<file path="config.mk">
export PLATFORM = sky130hd
export DESIGN_NAME = sspi_intf_mc_flat
export DESIGN_NICKNAME = d
export VERILOG_FILES = /design/src/rtl/sspi_pkg.sv /design/src/rtl/sspi_intf_mc_if.sv /design/src/rtl/sspi_mc_hdr.sv /design/src/rtl/sspi_intf_mc.sv /design/src/flat_wrapper.sv
export SDC_FILE = /design/constraint.sdc
export NUM_CORES = 1
export LEC_CHECK = 0
export ABC_CLOCK_PERIOD_IN_PS = 3600
export CORE_AREA = 2 2 110 192
export DETAILED_ROUTE_END_ITERATION = 8
export DIE_AREA = 0 0 112 194
export PLACE_DENSITY = 0.82
export SYNTH_ARGS = -nofsm -noshare
export SYNTH_HDL_FRONTEND = slang
export SYNTH_SLANG_ARGS = --single-unit
</file>
<file path="constraint.sdc">
create_clock -name sclk -period 3.6 [get_ports sclk]
set_input_delay 0.36 -clock sclk [delete_from_list [all_inputs] [get_ports sclk]]
set_output_delay 0.36 -clock sclk [all_outputs]
set_load 0.02 [all_outputs]
</file>
<file path="src/rtl/sspi_pkg.sv">
// Shared definitions for the SPI slave: command codes, header field positions, error bit indices.
// Latency: n/a (declarations only).
// Backpressure: n/a.
package sspi_pkg;

  typedef enum logic [3:0] {
    CMD_REG_READ    = 4'd0,
    CMD_REG_WRITE   = 4'd1,
    CMD_BUF_READ    = 4'd2,
    CMD_BUF_WRITE   = 4'd3,
    CMD_STATUS_READ = 4'd4
  } cmd_e;

  // Header word layout: {cmd[3:0], ch[3:0], blen[7:0], addr[15:0]}
  localparam int HDR_CMD_LSB  = 28;
  localparam int HDR_CH_LSB   = 24;
  localparam int HDR_BLEN_LSB = 16;
  localparam int HDR_ADDR_LSB = 0;

  // err_flags = {err_cmd, err_ch, err_ovr}
  localparam int ERR_OVR = 0;
  localparam int ERR_CH  = 1;
  localparam int ERR_CMD = 2;

  function automatic logic cmd_known(input logic [3:0] c);
    return (c <= 4'd4);
  endfunction

endpackage

</file>
<file path="src/rtl/sspi_intf_mc_if.sv">
// Bundle of SPI pins, CSR bus, RX/TX buffer ports and status for the multi-channel SPI slave.
// Latency: n/a (wiring only).
// Backpressure: none; tx_buf_rdata/csr_rdata are expected one cycle after the read strobe.
interface sspi_intf_mc_if #(
  parameter int NUM_CH   = 4,
  parameter int BUF_SIZE = 256
);
  localparam int CH_W        = (NUM_CH > 1) ? $clog2(NUM_CH) : 1;
  localparam int BUF_ADWIDTH = (BUF_SIZE > 1) ? $clog2(BUF_SIZE) : 1;

  logic                   ss_n;
  logic                   mosi;
  logic                   miso;
  logic                   csr_sel;
  logic                   csr_we;
  logic                   csr_re;
  logic [15:0]            csr_addr;
  logic [31:0]            csr_wdata;
  logic [31:0]            csr_rdata;
  logic [CH_W-1:0]        rx_buf_ch;
  logic                   rx_buf_we;
  logic [BUF_ADWIDTH-1:0] rx_buf_waddr;
  logic [31:0]            rx_buf_wdata;
  logic [CH_W-1:0]        tx_buf_ch;
  logic                   tx_buf_re;
  logic [BUF_ADWIDTH-1:0] tx_buf_raddr;
  logic [31:0]            tx_buf_rdata;
  logic [2:0]             err_flags;
  logic                   xfer_done;

  modport slave (
    input  ss_n, mosi, csr_rdata, tx_buf_rdata,
    output miso, csr_sel, csr_we, csr_re, csr_addr, csr_wdata,
           rx_buf_ch, rx_buf_we, rx_buf_waddr, rx_buf_wdata,
           tx_buf_ch, tx_buf_re, tx_buf_raddr, err_flags, xfer_done
  );

  modport master (
    output ss_n, mosi, csr_rdata, tx_buf_rdata,
    input  miso, csr_sel, csr_we, csr_re, csr_addr, csr_wdata,
           rx_buf_ch, rx_buf_we, rx_buf_waddr, rx_buf_wdata,
           tx_buf_ch, tx_buf_re, tx_buf_raddr, err_flags, xfer_done
  );

endinterface

</file>
<file path="src/rtl/sspi_mc_hdr.sv">
// Header capture and decode: latches cmd/ch/blen/addr from word 0 and flags bad cmd / bad channel.
// Latency: fields registered at the bit-31 edge of word 0; error/status hints are combinational on that edge.
// Backpressure: none; cleared whenever the transfer is not active.
module sspi_mc_hdr
  import sspi_pkg::*;
#(
  parameter int NUM_CH = 4
) (
  input  logic        sclk,
  input  logic        rst_n_sclk,
  input  logic        latch,
  input  logic        clr,
  input  logic [31:0] word,
  output cmd_e        cmd,
  output logic        hdr_vld,
  output logic        ch_ok,
  output logic [3:0]  ch,
  output logic [7:0]  blen,
  output logic [15:0] addr,
  output logic        set_err_cmd,
  output logic        set_err_ch,
  output logic        status_now,
  output logic        reg_now
);

  logic [3:0] w_cmd;
  logic [3:0] w_ch;
  logic       w_known;
  logic       w_buf;
  logic       w_ch_ok;

  assign w_cmd   = word[HDR_CMD_LSB +: 4];
  assign w_ch    = word[HDR_CH_LSB +: 4];
  assign w_known = cmd_known(w_cmd);
  assign w_buf   = (w_cmd == CMD_BUF_READ) || (w_cmd == CMD_BUF_WRITE);
  assign w_ch_ok = ({28'd0, w_ch} < 32'(NUM_CH));

  assign set_err_cmd = latch && !w_known;
  assign set_err_ch  = latch && w_buf && !w_ch_ok;
  assign status_now  = latch && (w_cmd == CMD_STATUS_READ);
  assign reg_now     = latch && ((w_cmd == CMD_REG_READ) || (w_cmd == CMD_REG_WRITE));

  // Hold the decoded header for the rest of the transfer; an unknown cmd leaves hdr_vld low so nothing acts on it.
  always_ff @(posedge sclk or negedge rst_n_sclk) begin
    if (!rst_n_sclk) begin
      cmd     <= CMD_REG_READ;
      hdr_vld <= 1'b0;
      ch_ok   <= 1'b0;
      ch      <= 4'd0;
      blen    <= 8'd0;
      addr    <= 16'd0;
    end else if (clr) begin
      cmd     <= CMD_REG_READ;
      hdr_vld <= 1'b0;
      ch_ok   <= 1'b0;
      ch      <= 4'd0;
      blen    <= 8'd0;
      addr    <= 16'd0;
    end else if (latch) begin
      cmd     <= w_known ? cmd_e'(w_cmd) : CMD_REG_READ;
      hdr_vld <= w_known;
      ch_ok   <= w_ch_ok;
      ch      <= w_ch;
      blen    <= word[HDR_BLEN_LSB +: 8];
      addr    <= word[HDR_ADDR_LSB +: 16];
    end
  end

endmodule

</file>
<file path="src/rtl/sspi_intf_mc.sv">
// SPI slave bridging 32-bit words to a CSR bus and per-channel RX/TX buffers, with sticky error flags.
// Latency: write strobe one cycle after bit 31 of a data word; read strobe one cycle after its first bit; read data returns one word later.
// Backpressure: none; the SPI master owns the pace, excess write words are dropped and flagged.
module sspi_intf_mc
  import sspi_pkg::*;
#(
  parameter int NUM_CH   = 4,
  parameter int BUF_SIZE = 256
) (
  input logic           sclk,
  input logic           rst_n_sclk,
  sspi_intf_mc_if.slave bus
);

  localparam int BUF_ADWIDTH = (BUF_SIZE > 1) ? $clog2(BUF_SIZE) : 1;
  localparam int CH_W        = (NUM_CH > 1) ? $clog2(NUM_CH) : 1;

  logic                   armed, in_xfer, active, ss_rise;
  logic [4:0]             bit_count;
  logic [8:0]             word_count, k_off;
  logic [30:0]            rx_data;
  logic [31:0]            word, tx_data, tx_load, rd_hold;
  logic                   word_end, hdr_latch, data_k, k_in_len;
  cmd_e                   cmd;
  logic                   hdr_vld, ch_ok;
  logic [3:0]             ch;
  logic [7:0]             blen;
  logic [15:0]            addr;
  logic                   set_err_cmd, set_err_ch, status_now, reg_now;
  logic                   is_reg, is_wr, is_rd, strobe_ok, ovr_set, err_clr, rd_pend;
  logic [2:0]             err_set, err_flags;
  logic                   miso, csr_sel, csr_we, csr_re, rx_buf_we, tx_buf_re, xfer_done;
  logic [15:0]            csr_addr;
  logic [31:0]            csr_wdata, rx_buf_wdata;
  logic [CH_W-1:0]        rx_buf_ch, tx_buf_ch;
  logic [BUF_ADWIDTH-1:0] rx_buf_waddr, tx_buf_raddr;

  assign active    = ~bus.ss_n & armed;
  assign ss_rise   = bus.ss_n & in_xfer;
  assign word      = {rx_data, bus.mosi};
  assign word_end  = active && (bit_count == 5'd31);
  assign hdr_latch = word_end && (word_count == 9'd0);
  assign data_k    = (word_count != 9'd0);
  assign k_in_len  = data_k && (word_count <= {1'b0, blen});
  assign k_off     = word_count - 9'd1;
  assign is_reg    = hdr_vld && ((cmd == CMD_REG_READ) || (cmd == CMD_REG_WRITE));
  assign is_wr     = hdr_vld && ((cmd == CMD_REG_WRITE) || (cmd == CMD_BUF_WRITE));
  assign is_rd     = hdr_vld && ((cmd == CMD_REG_READ) || (cmd == CMD_BUF_READ));
  assign strobe_ok = is_reg || ch_ok;
  assign ovr_set   = word_end && data_k && is_wr && !k_in_len;
  assign err_clr   = ss_rise && hdr_vld && (cmd == CMD_STATUS_READ);

  sspi_mc_hdr #(.NUM_CH(NUM_CH)) u_hdr (
    .sclk        (sclk),
    .rst_n_sclk  (rst_n_sclk),
    .latch       (hdr_latch),
    .clr         (~active),
    .word        (word),
    .cmd         (cmd),
    .hdr_vld     (hdr_vld),
    .ch_ok       (ch_ok),
    .ch          (ch),
    .blen        (blen),
    .addr        (addr),
    .set_err_cmd (set_err_cmd),
    .set_err_ch  (set_err_ch),
    .status_now  (status_now),
    .reg_now     (reg_now)
  );

  // Gather this cycle's error events into flag positions.
  always_comb begin
    err_set          = 3'b000;
    err_set[ERR_CMD] = set_err_cmd;
    err_set[ERR_CH]  = set_err_ch;
    err_set[ERR_OVR] = ovr_set;
  end

  // Word loaded into the TX shifter at each word boundary: status or 0 after the header, held read data after in-range read words.
  always_comb begin
    tx_load = 32'd0;
    if (hdr_latch) begin
      if (status_now) tx_load = {29'd0, err_flags};
    end else if (is_rd && k_in_len && strobe_ok) begin
      tx_load = rd_hold;
    end
  end

  // Session tracking: a transfer only starts after ss_n has been seen high since reset.
  always_ff @(posedge sclk or negedge rst_n_sclk) begin
    if (!rst_n_sclk) begin
      armed     <= 1'b0;
      in_xfer   <= 1'b0;
      xfer_done <= 1'b0;
    end else begin
      armed     <= armed | bus.ss_n;
      in_xfer   <= active;
      xfer_done <= ss_rise;
    end
  end

  // RX shift and bit/word counters; everything restarts when the transfer is not active, dropping partial words.
  always_ff @(posedge sclk or negedge rst_n_sclk) begin
    if (!rst_n_sclk) begin
      rx_data    <= '0;
      bit_count  <= 5'd0;
      word_count <= 9'd0;
    end else if (!active) begin
      rx_data    <= '0;
      bit_count  <= 5'd0;
      word_count <= 9'd0;
    end else begin
      rx_data   <= word[30:0];
      bit_count <= bit_count + 5'd1;
      if (bit_count == 5'd31 && word_count != 9'd511) word_count <= word_count + 9'd1;
    end
  end

  // TX shifter: parallel load at each word boundary, otherwise shift left.
  always_ff @(posedge sclk or negedge rst_n_sclk) begin
    if (!rst_n_sclk)              tx_data <= 32'd0;
    else if (!active)             tx_data <= 32'd0;
    else if (bit_count == 5'd31)  tx_data <= tx_load;
    else                          tx_data <= {tx_data[30:0], 1'b0};
  end

  // miso changes on the falling edge so the master sees a stable bit at the next rising edge.
  always_ff @(negedge sclk or negedge rst_n_sclk) begin
    if (!rst_n_sclk) miso <= 1'b0;
    else             miso <= tx_data[31];
  end

  // CSR and buffer strobes: single-cycle pulses with address offset k-1 from the header.
  always_ff @(posedge sclk or negedge rst_n_sclk) begin
    if (!rst_n_sclk) begin
      csr_we       <= 1'b0;
      csr_re       <= 1'b0;
      csr_addr     <= 16'd0;
      csr_wdata    <= 32'd0;
      rx_buf_we    <= 1'b0;
      rx_buf_ch    <= '0;
      rx_buf_waddr <= '0;
      rx_buf_wdata <= 32'd0;
      tx_buf_re    <= 1'b0;
      tx_buf_ch    <= '0;
      tx_buf_raddr <= '0;
    end else begin
      csr_we    <= 1'b0;
      csr_re    <= 1'b0;
      rx_buf_we <= 1'b0;
      tx_buf_re <= 1'b0;
      if (word_end && is_wr && k_in_len && strobe_ok) begin
        if (is_reg) begin
          csr_we    <= 1'b1;
          csr_addr  <= addr + 16'(k_off);
          csr_wdata <= word;
        end else begin
          rx_buf_we    <= 1'b1;
          rx_buf_ch    <= CH_W'(ch);
          rx_buf_waddr <= BUF_ADWIDTH'(k_off);
          rx_buf_wdata <= word;
        end
      end
      if (active && bit_count == 5'd0 && is_rd && k_in_len && strobe_ok) begin
        if (is_reg) begin
          csr_re   <= 1'b1;
          csr_addr <= addr + 16'(k_off);
        end else begin
          tx_buf_re    <= 1'b1;
          tx_buf_ch    <= CH_W'(ch);
          tx_buf_raddr <= BUF_ADWIDTH'(k_off);
        end
      end
    end
  end

  // Capture read data one cycle after the source sees the strobe (source has one cycle of latency).
  always_ff @(posedge sclk or negedge rst_n_sclk) begin
    if (!rst_n_sclk) begin
      rd_pend <= 1'b0;
      rd_hold <= 32'd0;
    end else begin
      rd_pend <= csr_re | tx_buf_re;
      if (rd_pend) rd_hold <= is_reg ? bus.csr_rdata : bus.tx_buf_rdata;
    end
  end

  // csr_sel covers register transfers from header latch until ss_n deasserts.
  always_ff @(posedge sclk or negedge rst_n_sclk) begin
    if (!rst_n_sclk)    csr_sel <= 1'b0;
    else if (!active)   csr_sel <= 1'b0;
    else if (hdr_latch) csr_sel <= reg_now;
  end

  // Sticky error flags; a new error in the clearing cycle still lands.
  always_ff @(posedge sclk or negedge rst_n_sclk) begin
    if (!rst_n_sclk) err_flags <= 3'b000;
    else             err_flags <= (err_clr ? 3'b000 : err_flags) | err_set;
  end

  assign bus.miso         = miso;
  assign bus.csr_sel      = csr_sel;
  assign bus.csr_we       = csr_we;
  assign bus.csr_re       = csr_re;
  assign bus.csr_addr     = csr_addr;
  assign bus.csr_wdata    = csr_wdata;
  assign bus.rx_buf_ch    = rx_buf_ch;
  assign bus.rx_buf_we    = rx_buf_we;
  assign bus.rx_buf_waddr = rx_buf_waddr;
  assign bus.rx_buf_wdata = rx_buf_wdata;
  assign bus.tx_buf_ch    = tx_buf_ch;
  assign bus.tx_buf_re    = tx_buf_re;
  assign bus.tx_buf_raddr = tx_buf_raddr;
  assign bus.err_flags    = err_flags;
  assign bus.xfer_done    = xfer_done;

endmodule

</file>
<file path="src/flat_wrapper.sv">
// flat-port wrapper written by rule: the top's interface ports become plain ports
module sspi_intf_mc_flat import sspi_pkg::*;
#(
  parameter int NUM_CH   = 4,
  parameter int BUF_SIZE = 256
)
  (sclk, rst_n_sclk, bus_ss_n, bus_mosi, bus_csr_rdata, bus_tx_buf_rdata, bus_miso, bus_csr_sel, bus_csr_we, bus_csr_re, bus_csr_addr, bus_csr_wdata, bus_rx_buf_ch, bus_rx_buf_we, bus_rx_buf_waddr, bus_rx_buf_wdata, bus_tx_buf_ch, bus_tx_buf_re, bus_tx_buf_raddr, bus_err_flags, bus_xfer_done);
  sspi_intf_mc_if #(.NUM_CH(NUM_CH), .BUF_SIZE(BUF_SIZE)) bus_i ();
  input logic sclk;
  input logic rst_n_sclk;
  input wire logic [$bits(bus_i.ss_n)-1:0] bus_ss_n;
  input wire logic [$bits(bus_i.mosi)-1:0] bus_mosi;
  input wire logic [$bits(bus_i.csr_rdata)-1:0] bus_csr_rdata;
  input wire logic [$bits(bus_i.tx_buf_rdata)-1:0] bus_tx_buf_rdata;
  output wire logic [$bits(bus_i.miso)-1:0] bus_miso;
  output wire logic [$bits(bus_i.csr_sel)-1:0] bus_csr_sel;
  output wire logic [$bits(bus_i.csr_we)-1:0] bus_csr_we;
  output wire logic [$bits(bus_i.csr_re)-1:0] bus_csr_re;
  output wire logic [$bits(bus_i.csr_addr)-1:0] bus_csr_addr;
  output wire logic [$bits(bus_i.csr_wdata)-1:0] bus_csr_wdata;
  output wire logic [$bits(bus_i.rx_buf_ch)-1:0] bus_rx_buf_ch;
  output wire logic [$bits(bus_i.rx_buf_we)-1:0] bus_rx_buf_we;
  output wire logic [$bits(bus_i.rx_buf_waddr)-1:0] bus_rx_buf_waddr;
  output wire logic [$bits(bus_i.rx_buf_wdata)-1:0] bus_rx_buf_wdata;
  output wire logic [$bits(bus_i.tx_buf_ch)-1:0] bus_tx_buf_ch;
  output wire logic [$bits(bus_i.tx_buf_re)-1:0] bus_tx_buf_re;
  output wire logic [$bits(bus_i.tx_buf_raddr)-1:0] bus_tx_buf_raddr;
  output wire logic [$bits(bus_i.err_flags)-1:0] bus_err_flags;
  output wire logic [$bits(bus_i.xfer_done)-1:0] bus_xfer_done;
  assign bus_i.ss_n = bus_ss_n;
  assign bus_i.mosi = bus_mosi;
  assign bus_i.csr_rdata = bus_csr_rdata;
  assign bus_i.tx_buf_rdata = bus_tx_buf_rdata;
  assign bus_miso = bus_i.miso;
  assign bus_csr_sel = bus_i.csr_sel;
  assign bus_csr_we = bus_i.csr_we;
  assign bus_csr_re = bus_i.csr_re;
  assign bus_csr_addr = bus_i.csr_addr;
  assign bus_csr_wdata = bus_i.csr_wdata;
  assign bus_rx_buf_ch = bus_i.rx_buf_ch;
  assign bus_rx_buf_we = bus_i.rx_buf_we;
  assign bus_rx_buf_waddr = bus_i.rx_buf_waddr;
  assign bus_rx_buf_wdata = bus_i.rx_buf_wdata;
  assign bus_tx_buf_ch = bus_i.tx_buf_ch;
  assign bus_tx_buf_re = bus_i.tx_buf_re;
  assign bus_tx_buf_raddr = bus_i.tx_buf_raddr;
  assign bus_err_flags = bus_i.err_flags;
  assign bus_xfer_done = bus_i.xfer_done;
  sspi_intf_mc #(.NUM_CH(NUM_CH), .BUF_SIZE(BUF_SIZE)) u_core (.sclk(sclk), .rst_n_sclk(rst_n_sclk), .bus(bus_i));
endmodule
</file>
==> impl_metrics.toml <==
[run_status]
outcome = "completed"

[setup_path]
crit_path_start = "u_core.bus.miso"
worstPathCellList = "dlygate4sd2_1"
critPathMaxStageDelay_ns = 0.38
reg2reg_depth = 13
crit_required_ns = 3.24
critPathCaptureType = "output port"
r2r_slack_ns = 0.40
cp_slowest_cell = "dfrtn_1"
start_kind = "flop"
critPathKind = "reg2out"
r2r-start = "u_core.word_count[0]"
cp_top_family = "flip-flops"
path_buf_inv = 1
arrival_ns = 3.02
endpoint = "bus_miso"
worstPathMaxFanout = 1
path_depth = 1

[sta]
finalSetupViolCount = 0
slew_headroom_pct = 29.5
tns_ns = 0
rsz0062_at_grt = "false"
setup_slack_ns = 0.221
worst_pin_slew_ns = 1.06
slew_viol_final = 0
hold_viol = 0
finClkSkew_ns = 0.0138

[synth]
synth.yosys.seq_area_share_pct = 60.2
synth_top_area_share_pct = 60.0
muxShareOfSynthArea_pct = 10.8
yosysMostFrequentCell = "dfrtp_1"
synth_async_sr_flop_share_pct = 100
yosys-top-cells-count = "dfrtp_1 (253), nand2_1 (94), mux2_2 (70)"
ys_types = 49
synth_warnings = 0
synth_top_area_cell = "dfrtp_1"
synth_cells = 898
syn-num-nets = 990
ys.flop_type = "dfrtp_1"
synthXorXnorAreaFrac_pct = 2.24
synth_fa_ha_area_share_pct = 2.92
synth_edf_count = 0
netlist_area_um2 = 10600
avgSynthCellArea_um2 = 11.8
synth.area.top_cells = "dfrtp_1 (60%), mux2_2 (7.5%), nand2_1 (3.3%)"
synth_seq_cells = 254
synth_compound_area_share_pct = 9.96
synth_top_family_by_area = "simple AND/OR/NAND/NOR gates"
synth-simple-area-share_pct = 11.1

[route]
wl_per_cell_um = 17.8
firstDrtPassIters = 5
wl_um = 23700
drtAntennaViolNets = 0
vias = 7268
drcViolationCount = 0
viasPerCell = 5.47
drt-initial-drc-count = 368

[power_and_ir_drop]
p_int_uw = 4490
swShare_pct = 20.4
pwr-share-comb_pct = 3.2
peakVddDrop_uv = 421
clock_power_share_pct = 46.0
switchingPower_uw = 1150
seqPwrFrac_pct = 50.8
p_leak_uw = 0.00602
power_density_nw_per_um2 = 421

[global_route]
grt_pass1_vias = 7671
grt_max_degree = 133
grt_pass1_wl_um = 38900
globalRoute.totalOverflow = 0
grt_util_all_layers_pct = 21.8
antenna_found_initial = 0

[floorplanning]
die_h_um = 194
rows = 69
initial_core_util_pct = 52.2
core_um2 = 20200
dieArea_um2 = 21700
die_x_um = 112
pin_count = 178

[worst_hold_path]
hold_path.class = "in2async"

[flow_run]
maxCapViolations = 0

[cts]
cts.clk_slew.worst_paths_ns = 0.06
tritoncts = "built"
clockBufferDepth = 3
clk_latency_ns = 0.52
clock-sinks = 254
htree_levels = 1
cts_made_buffers = 24
cts_root_buffer = "clkbuf_16"

[final_layout]
nets = 1155
diodes = 0
drive_gt1_share_pct = 12.1
post-route-util_pct = 66.3
final_cell_area_um2 = 13400
final_cells = 1328
syn_to_final_growth_pct = 27.0

[placement]
dp.cells = 1284
placed_area_um2 = 12600
hpwl_um = 16200
portBuffers = 177
preCtsSetupSlack_ns = 0.483
gp_congestion = 0.821
==> through the flow <==
step,hold slack (ns),power (uW)
CTS,0.332,5700
detailed placement,0.273,3100
global route,0.339,5830
floorplan,0.0644,2950
finish,0.321,5640
global placement,0.271,3100
==> power groups by stage <==
stage	registers, uW	clock network (uW)	logic, uW
after floorplan	2920	0	36.8
after global placement	2920	0	183
after detailed placement	2920	0	185
after CTS	2860	2650	187
after global routing	2860	2760	204
final	2860	2590	181
==> registers in the layout, indices dropped and copies added, names as in the netlist, 9 cells and up, named ones only <==
register / count
u_core.bus.csr_addr: 9
u_core.rx_data: 31
u_core.word_count: 9
u_core.bus.csr_wdata: 32
u_core.rd_hold: 32
u_core.u_hdr.addr: 16
u_core.tx_data: 32
u_core.bus.rx_buf_wdata: 32
==> layout make-up <==
cell class,count,area [um2]
clock buffers,36,727
clock inverters,7,98.8
fillers,1566,6800
inverters,23,86.3
multi-input cells,571,3930
flip-flops and latches,254,6360
well taps,248,310
repair buffers,189,1890
==> repair_timing <==
item | 4_1_cts | 5_1_grt
buffers inserted | 0 | 0
setup endpoints to repair | 1 | 0
hold buffers | 1 | 0
gates resized for setup | 1 | 0
endpoints found under the hold margin | 40 | 0
==> worst min-delay path by stage <==
| stage | end | slack [ns] | cells after the start |
|---|---|---|---|
| 6_report | u_core.bus.csr_wdata[6] | 0.32 | 2 |
| 5_1_grt | u_core.bus.csr_wdata[6] | 0.34 | 2 |
| 4_1_cts | u_core.bus.csr_wdata[6] | 0.33 | 2 |
| 3_5_place_dp | u_core.bus.csr_wdata[6] | 0.27 | 1 |
| 3_3_place_gp | u_core.bus.rx_buf_wdata[1] | 0.27 | 1 |
| 2_1_floorplan | async pin | 0.06 | 0 |
==> placed cells by master (no fill, tap or decap), types with 3 or more instances in the layout <==
cell | Yosys | layout
inv_1 | 23 | 23
clkbuf_1 | 36 | 5
a21o_1 | 4 | 4
nand3_1 | 6 | 6
xor2_1 | 12 | 12
clkbuf_8 | 0 | 6
ha_1 | 23 | 23
a22o_1 | 32 | 32
mux2i_1 | 33 | 33
o21ai_0 | 62 | 62
o31ai_1 | 7 | 7
clkdlybuf4s50_1 | 0 | 175
nor3b_1 | 5 | 5
nand4_1 | 6 | 6
dfrtp_1 | 253 | 252
nor3_1 | 9 | 7
nand2_1 | 94 | 94
and2_1 | 33 | 33
clkinv_2 | 0 | 3
nor2b_1 | 6 | 5
buf_4 | 3 | 9
or3_1 | 4 | 4
mux2_2 | 70 | 70
clkbuf_16 | 0 | 25
a21oi_1 | 45 | 45
nand2b_1 | 5 | 5
xnor2_1 | 15 | 15
nor2_1 | 63 | 62
and3_1 | 6 | 6
==> per-layer routing <==
layer  share of wire (%)  wire, um  GRT usage [%]
met1                  37      8830           24.5
met2                  54     12700           40.6
met3                 5.6      1320           4.50
met4                 3.4       793           7.77
met5                   0         0              0
==> kinds of logic after synthesis <==
logic type,after synthesis
buffers and inverters,73
AOI/OAI and AO/OA,168
adders and majority gates,24
and+or+nand+nor,247
xor gates and xnor gates,27
DFF,254
muxes,105
No activity file was read; power rests on OpenSTA's default activity.
